## config.mk

```make
export PLATFORM = sky130hd
export DESIGN_NAME = tmds_decoder
export DESIGN_NICKNAME = d
export VERILOG_FILES = /design/src/rtl/tmds_pkg.sv /design/src/rtl/tmds_align_fsm.sv /design/src/rtl/tmds_decoder.sv
export SDC_FILE = /design/constraint.sdc
export NUM_CORES = 1
export LEC_CHECK = 0
export BUFFER_PORTS_ARGS = -buffer_cell sky130_fd_sc_hd__buf_2
export CAP_MARGIN = 20
export CORE_UTILIZATION = 50
export DETAILED_ROUTE_END_ITERATION = 12
export PLACE_DENSITY = 0.75
export REMOVE_ABC_BUFFERS = 1
export SLEW_MARGIN = 10
export SYNTH_ARGS = -nofsm -noshare
export SYNTH_HDL_FRONTEND = slang
export SYNTH_HIERARCHICAL = 1
export SYNTH_SLANG_ARGS = --single-unit
```

## constraint.sdc

```tcl
create_clock -name clk_i -period 8.3 [get_ports clk_i]
set_input_delay 1.66 -clock clk_i [delete_from_list [all_inputs] [get_ports clk_i]]
set_output_delay 1.66 -clock clk_i [all_outputs]
set_load 0.01 [all_outputs]
```

## src/rtl/tmds_pkg.sv

```systemverilog
// Shared TMDS definitions: control-token codes and the word-alignment state type.
package tmds_pkg;

  // 10-bit control tokens sent during blanking, named by their {C1,C0} value.
  localparam logic [9:0] CTRL_TOKEN_00 = 10'h354;
  localparam logic [9:0] CTRL_TOKEN_01 = 10'h0AB;
  localparam logic [9:0] CTRL_TOKEN_10 = 10'h154;
  localparam logic [9:0] CTRL_TOKEN_11 = 10'h2AB;

  typedef enum logic [1:0] {
    ST_SEARCH = 2'd0,
    ST_SLIP   = 2'd1,
    ST_SETTLE = 2'd2,
    ST_LOCKED = 2'd3
  } align_state_t;

endpackage

```

## src/rtl/tmds_align_fsm.sv

```systemverilog
// Word-alignment FSM: requests bit slips until a run of control tokens is
// seen, then holds lock until control tokens stop arriving for too long.
module tmds_align_fsm #(
  parameter int CTRL_RUN       = 8,
  parameter int SEARCH_TIMEOUT = 1024,
  parameter int SLIP_SETTLE    = 4,
  parameter int LOCK_TIMEOUT   = 4096
) (
  input  logic clk_i,
  input  logic rst_i,
  input  logic is_ctrl,
  output logic bitslip_o,
  output logic locked_o
);
  import tmds_pkg::*;

  // One shared timer serves search, settle and lock supervision, so it is
  // sized for the largest terminal value of the three.
  localparam int TMR_MAX_A = (SEARCH_TIMEOUT > LOCK_TIMEOUT) ? SEARCH_TIMEOUT : LOCK_TIMEOUT;
  localparam int TMR_MAX   = (TMR_MAX_A > SLIP_SETTLE) ? TMR_MAX_A : SLIP_SETTLE;
  localparam int RUN_W     = $clog2(CTRL_RUN) + 1;
  localparam int TMR_W     = $clog2(TMR_MAX) + 1;

  localparam logic [RUN_W-1:0] RUN_LOCK       = RUN_W'(CTRL_RUN);
  localparam logic [TMR_W-1:0] TMR_SEARCH_END = TMR_W'(SEARCH_TIMEOUT - 1);
  localparam logic [TMR_W-1:0] TMR_SETTLE_END = TMR_W'(SLIP_SETTLE - 1);
  localparam logic [TMR_W-1:0] TMR_LOCK_END   = TMR_W'(LOCK_TIMEOUT - 1);

  align_state_t     r_state;
  align_state_t     w_state_next;
  logic [RUN_W-1:0] r_run;
  logic [RUN_W-1:0] w_run_next;
  logic [TMR_W-1:0] r_tmr;
  logic [TMR_W-1:0] w_tmr_next;
  logic             r_bitslip;
  logic             r_locked;

  // Next-state and counter logic; every exit path clears the counters so
  // they start each state from zero and can never wrap.
  always_comb begin
    w_state_next = r_state;
    w_run_next   = r_run;
    w_tmr_next   = r_tmr;
    case (r_state)
      ST_SEARCH: begin
        if (!is_ctrl) begin
          w_run_next = '0;
        end else if (r_run != RUN_LOCK) begin
          w_run_next = r_run + RUN_W'(1);
        end
        // Lock takes priority over a simultaneous search timeout.
        if (w_run_next == RUN_LOCK) begin
          w_state_next = ST_LOCKED;
          w_run_next   = '0;
          w_tmr_next   = '0;
        end else if (r_tmr == TMR_SEARCH_END) begin
          w_state_next = ST_SLIP;
          w_tmr_next   = '0;
        end else begin
          w_tmr_next = r_tmr + TMR_W'(1);
        end
      end
      ST_SLIP: begin
        w_state_next = ST_SETTLE;
        w_run_next   = '0;
        w_tmr_next   = '0;
      end
      ST_SETTLE: begin
        if (r_tmr == TMR_SETTLE_END) begin
          w_state_next = ST_SEARCH;
          w_run_next   = '0;
          w_tmr_next   = '0;
        end else begin
          w_tmr_next = r_tmr + TMR_W'(1);
        end
      end
      ST_LOCKED: begin
        if (is_ctrl) begin
          w_tmr_next = '0;
        end else if (r_tmr == TMR_LOCK_END) begin
          w_state_next = ST_SEARCH;
          w_run_next   = '0;
          w_tmr_next   = '0;
        end else begin
          w_tmr_next = r_tmr + TMR_W'(1);
        end
      end
      default: begin
        w_state_next = ST_SEARCH;
        w_run_next   = '0;
        w_tmr_next   = '0;
      end
    endcase
  end

  // State, counters and the registered Moore outputs that mirror the state.
  always_ff @(posedge clk_i or posedge rst_i) begin
    if (rst_i) begin
      r_state   <= ST_SEARCH;
      r_run     <= '0;
      r_tmr     <= '0;
      r_bitslip <= 1'b0;
      r_locked  <= 1'b0;
    end else begin
      r_state   <= w_state_next;
      r_run     <= w_run_next;
      r_tmr     <= w_tmr_next;
      r_bitslip <= (w_state_next == ST_SLIP);
      r_locked  <= (w_state_next == ST_LOCKED);
    end
  end

  assign bitslip_o = r_bitslip;
  assign locked_o  = r_locked;

endmodule

```

## src/rtl/tmds_decoder.sv

```systemverilog
// TMDS channel decoder: registers the raw word, decodes control tokens and
// data bytes, flags transition-minimisation errors and drives word alignment.
module tmds_decoder #(
  parameter int CTRL_RUN       = 8,
  parameter int SEARCH_TIMEOUT = 1024,
  parameter int SLIP_SETTLE    = 4,
  parameter int LOCK_TIMEOUT   = 4096
) (
  input  logic       clk_i,
  input  logic       rst_i,
  input  logic [9:0] data_i,
  output logic       bitslip_o,
  output logic       locked_o,
  output logic       de_o,
  output logic       c0_o,
  output logic       c1_o,
  output logic [7:0] d_o,
  output logic       err_o
);
  import tmds_pkg::*;

  logic [9:0] r_w;
  logic       w_is_ctrl;
  logic [1:0] w_ctrl_bits;
  logic [7:0] w_q;
  logic [7:0] w_d;
  logic [3:0] w_n1;
  logic       w_exp_b8;
  logic       w_err;
  logic       r_de;
  logic       r_c0;
  logic       r_c1;
  logic [7:0] r_d;
  logic       r_err;

  // Input stage: every decode and alignment decision works from this copy.
  always_ff @(posedge clk_i or posedge rst_i) begin
    if (rst_i) begin
      r_w <= '0;
    end else begin
      r_w <= data_i;
    end
  end

  // Control-token recognition and its {C1,C0} value.
  always_comb begin
    w_is_ctrl   = 1'b1;
    w_ctrl_bits = 2'b00;
    case (r_w)
      CTRL_TOKEN_00: w_ctrl_bits = 2'b00;
      CTRL_TOKEN_01: w_ctrl_bits = 2'b01;
      CTRL_TOKEN_10: w_ctrl_bits = 2'b10;
      CTRL_TOKEN_11: w_ctrl_bits = 2'b11;
      default:       w_is_ctrl   = 1'b0;
    endcase
  end

  // Undo the optional DC-balance inversion, then the XOR/XNOR chain.
  assign w_q    = r_w[9] ? ~r_w[7:0] : r_w[7:0];
  assign w_d[0] = w_q[0];

  genvar gi;
  generate
    for (gi = 1; gi < 8; gi++) begin : g_dechain
      assign w_d[gi] = r_w[8] ? (w_q[gi] ^ w_q[gi-1]) : ~(w_q[gi] ^ w_q[gi-1]);
    end
  endgenerate

  // An encoder would have chosen XNOR (bit 8 = 0) for bytes with many ones;
  // a received bit 8 disagreeing with that choice marks a corrupt word.
  assign w_n1     = 4'($countones(w_d));
  assign w_exp_b8 = !((w_n1 > 4'd4) || ((w_n1 == 4'd4) && !w_d[0]));
  assign w_err    = (r_w[8] != w_exp_b8);

  // Output stage: control fields and data byte each hold while the other is active.
  always_ff @(posedge clk_i or posedge rst_i) begin
    if (rst_i) begin
      r_de  <= 1'b0;
      r_c0  <= 1'b0;
      r_c1  <= 1'b0;
      r_d   <= 8'h00;
      r_err <= 1'b0;
    end else if (w_is_ctrl) begin
      r_de  <= 1'b0;
      r_c0  <= w_ctrl_bits[0];
      r_c1  <= w_ctrl_bits[1];
      r_err <= 1'b0;
    end else begin
      r_de  <= 1'b1;
      r_d   <= w_d;
      r_err <= w_err;
    end
  end

  assign de_o  = r_de;
  assign c0_o  = r_c0;
  assign c1_o  = r_c1;
  assign d_o   = r_d;
  assign err_o = r_err;

  tmds_align_fsm #(
    .CTRL_RUN       (CTRL_RUN),
    .SEARCH_TIMEOUT (SEARCH_TIMEOUT),
    .SLIP_SETTLE    (SLIP_SETTLE),
    .LOCK_TIMEOUT   (LOCK_TIMEOUT)
  ) u_align (
    .clk_i     (clk_i),
    .rst_i     (rst_i),
    .is_ctrl   (w_is_ctrl),
    .bitslip_o (bitslip_o),
    .locked_o  (locked_o)
  );

endmodule

```

==> parameters.txt <==
Parameter                              Value

Logic synthesis
  Syn_area_per_cell ... 11.0 um2
  Cells after synthesis ... 205
  Part of the Yosys area used for sequential elements ... 47.6%
  Most used DFF post-synth ... sky130_fd_sc_hd__dfrtp_1
  Total standard cell area after synthesis ... 2260 um2
  Count of yosys warnings during synthesis ... 6
  Number of enable flip-flop cells after synthesis ... 0
  Count of unique library cells instantiated by Yosys ... 53
  Number of storage elements in the synthesis netlist ... 43
  Proportion of synthesized flip-flops having asynchronous set or reset ... 100%

Placed design
  DPL Wire Length ... 2.94 mm
  Post-placement worst setup slack ... 4340 ps
  Number of port buffers ... 25
  Routability Congestion ... 0.795
  Number of placed cells counting well taps ... 277

Worst hold path
  Worst min-delay path category ... reg -> reg

Global routing
  Overflow left after global routing ... 0
  Number of antenna violations at the first check in global routing ... 0
  Vias in the first global route ... 1,492
  Maximum number of pins on one net before global-route repair ... 23
  Overall track demand over capacity in global routing ... 18.5%
  Global-route wire length before repair ... 7.13 mm

Drt
  First-pass DRT Iterations ... 4
  Count of vias placed by the detailed router ... 1,579
  Number of routed nets with antenna violations ... 0
  Drt first-iter violations ... 123
  Total DRC errors in the routed layout ... 0
  Sum of routed wire length over all layers ... 4.04 mm
  Via-per-instance ratio ... 5.54
  Wire length per cell after detailed routing ... 14.2 um

Setup path
  Critical Path Start Type ... register
  Critical path required time ... 8530 ps
  Flop-to-flop setup slack ... 4330 ps
  CP cell instances ... xor2_2 -> xor2_1 -> fa_1 -> fa_1 -> fa_1 -> inv_1 -> ha_1 -> fa_1 -> nor2_1 -> a22oi_1 -> or3_1 -> a21oi_2
  Slowest Stage Delay on Critical Path ... 590 ps
  Critical Path Most Common Cell ... sky130_fd_sc_hd__fa_1
  CP arrival ... 4190 ps
  Critical path peak fanout ... 8
  Kind of cell adding the most delay to the critical path ... adder cells
  Crit path buffers/inverters ... 1
  Cell with the largest stage delay on the worst path ... sky130_fd_sc_hd__dfrtp_1
  Setup crit end kind ... register
  Type of the setup path with the least slack ... reg -> reg

STA
  Final WS setup ... 4330 ps
  Worst-margin pin slew ... 810 ps
  Final worst hold slack ... 476 ps
  Max frequency ... 252 MHz
  Slew Viols, Final ... 0
  Post-route clock skew ... 6.48 ps
  Rel. slew slack ... 46.0%
  Setup TNS ... 0 ps
  Min Tclk post-route ... 3970 ps
  RSZ-0062 raised after global routing ... no
  Total setup violations reported at the end of the flow ... 0
  Share of the clock period used by the worst path ... 47.8%
  Number of hold violations in the final report ... 0

Clocking
  Clock buffer count from CTS ... 5
  H-tree Lvls ... 2
  Quantity of gates resized following cts ... 0
  Clk sinks ... 43
  Deepest clock path buffer count ... 2
  CTS clock-pin slew for the worst setup and hold paths ... 90 ps
  Clock tree from TritonCTS ... yes
  Clk Latency, worst-skew pair ... 290 ps
  Number of hold buffers added after cts ... 0
  Setup repair bufs after CTS ... 0
  Clock tree root driver cell ... sky130_fd_sc_hd__clkbuf_8

Floorplanning
  Count of pins on the block boundary ... 26
  Number of rows created at floorplan ... 24
  Die extent in x ... 69.2 um
  Starting density of the core ... 51.9%
  Die extent in y ... 69.2 um
  Core area ... 4350 um2
  Area of the die ... 4790 um2

Final layout
  Storage element area ... 1080 um2
  Number of nets in the layout ... 256
  Area grow syn2layout ... 10.8%
  Area of combinational cells with multiple inputs ... 1080 um2
  Non-filler instance count after layout ... 285
  Number of inserted diodes ... 0
  Fraction of layout instances using a drive strength above 1 ... 19.7%
  Filler cell count in the final layout ... 362

Pwr
  Peak VDD IR ... 128 uV
  Power per cell area ... 190 nW/um2
  Leak ... 1.15 nW
  Overall power consumption ... 477 uW

Status
  Outcome ... finished, final reports clean

Run
  Number of max-capacitance violations reported ... 0
-- layout by cell type, fill, tap and decap left out, drive strengths merged, types with 2 or more instances in the layout --
cell type and instances:
dfrtp 43, buf 25, a21oi 20, inv 19
xnor2 16, nor2 11, ha 8, nand2 8
a31oi 6, xor2 6, nand3 6, clkbuf 5
o21ai 4, a21boi 4, fa 4, nor3 4
nand4 4, nand2b 3, a22oi 3, or3 3
mux2 2, nor2b 2, mux2i 2, clkinvlp 2
nor4 2, and3 2
-- kinds of logic after synthesis --
kind of cell               Yosys count  share of synthesized area [%]
DFF                                 43                           47.6
and+or+nand+nor                     53                           14.8
xor gates and xnor gates            22                           8.86
muxes                                4                           1.88
AOI/OAI and AO/OA                   48                           14.1
buffers and inverters               23                           4.71
adders and majority gates           12                           7.98
-- final timing paths --
check | from | to | depth (start not counted)
hold reg to reg | c0_o$_DFFE_PP0N_ | c0_o$_DFFE_PP0N_ | 2
setup / recovery | r_w[8]$_DFF_PP0_ | err_o$_DFF_PP0_ | 12
setup reg to reg | r_w[8]$_DFF_PP0_ | err_o$_DFF_PP0_ | 12
max in group asynchronous | rst_i | d_o[6]$_DFFE_PP0P_ | 2
hold / removal | c0_o$_DFFE_PP0N_ | c0_o$_DFFE_PP0N_ | 2
min in group asynchronous | rst_i | u_align/r_tmr[8]$_DFF_PP0_ | 2
-- worst reg2reg max path: stages (launching register included) --
cell and delay (ps):
sky130_fd_sc_hd__dfrtp_1 590, sky130_fd_sc_hd__xor2_2 220, sky130_fd_sc_hd__xor2_1 290, sky130_fd_sc_hd__fa_1 490, sky130_fd_sc_hd__fa_1 450, sky130_fd_sc_hd__fa_1 490, sky130_fd_sc_hd__inv_1 40, sky130_fd_sc_hd__ha_1 190
sky130_fd_sc_hd__fa_1 440, sky130_fd_sc_hd__nor2_1 120, sky130_fd_sc_hd__a22oi_1 100, sky130_fd_sc_hd__or3_1 350, sky130_fd_sc_hd__a21oi_2 140
-- state kept, by name, summed over array words and instances (netlist names) --
signal,flops
r_w,10
u_align/r_tmr,13
u_align/locked_o,1
u_align/r_state,2
err_o,1
c1_o,1
d_o,8
u_align/bitslip_o,1
de_o,1
u_align/r_run,4
c0_o,1
-- cells in the mapped netlist (all sizes together) (2+ instances only) --
cell	n	area share, %
a21boi	4	1.3
a21oi	20	4.6
a22oi	3	1.0
a31oi	6	1.7
and3	2	0.55
buf	4	1.6
dfrtp	43	48
fa	4	3.5
ha	8	4.4
inv	18	3.0
mux2	2	1.0
mux2i	2	0.89
nand2	8	1.7
nand2b	3	0.83
nand3	6	1.6
nand4	4	2.3
nor2	11	1.8
nor2b	2	0.55
nor3	4	0.89
nor4	2	0.55
o21ai	4	0.89
or3	3	0.89
xnor2	16	6.2
xor2	6	2.7
-- layout make-up --
| type | instances | share of cell area, % |
|---|---|---|
| Timing Repair Buffer | 25 | 5.00 |
| Inverter | 18 | 2.70 |
| Clock buffer | 5 | 2.75 |
| Tap cell | 52 | 2.60 |
| Sequential cell | 43 | 43.0 |
| Clock inverter | 3 | 0.950 |
| Multi-Input combinational cell | 139 | 43.0 |
-- through the flow --
step / util, % / instance area, um2
2_1_floorplan: - / 2220
6_report: 57.5 / 2500
5_1_grt: 57.5 / 2500
4_1_cts: 57.5 / 2500
3_3_place_gp: 55.3 / 2410
3_5_place_dp: 55.3 / 2410
-- metal layers --
metal  GRT usage [%]  vias up  wire, um
li1                -      772         -
met1            27.7      766      1960
met2            27.1       37      1850
met3            3.49        4       178
met4            6.12        0        45
met5               0        -         0
-- power by group --
part           switching (mW)  leakage (nW)  internal (mW)
clock                  0.0742        0.0408         0.0601
sequential            0.00937         0.537          0.223
combinational          0.0592         0.569         0.0510
(Power assumes the default switching activity.)
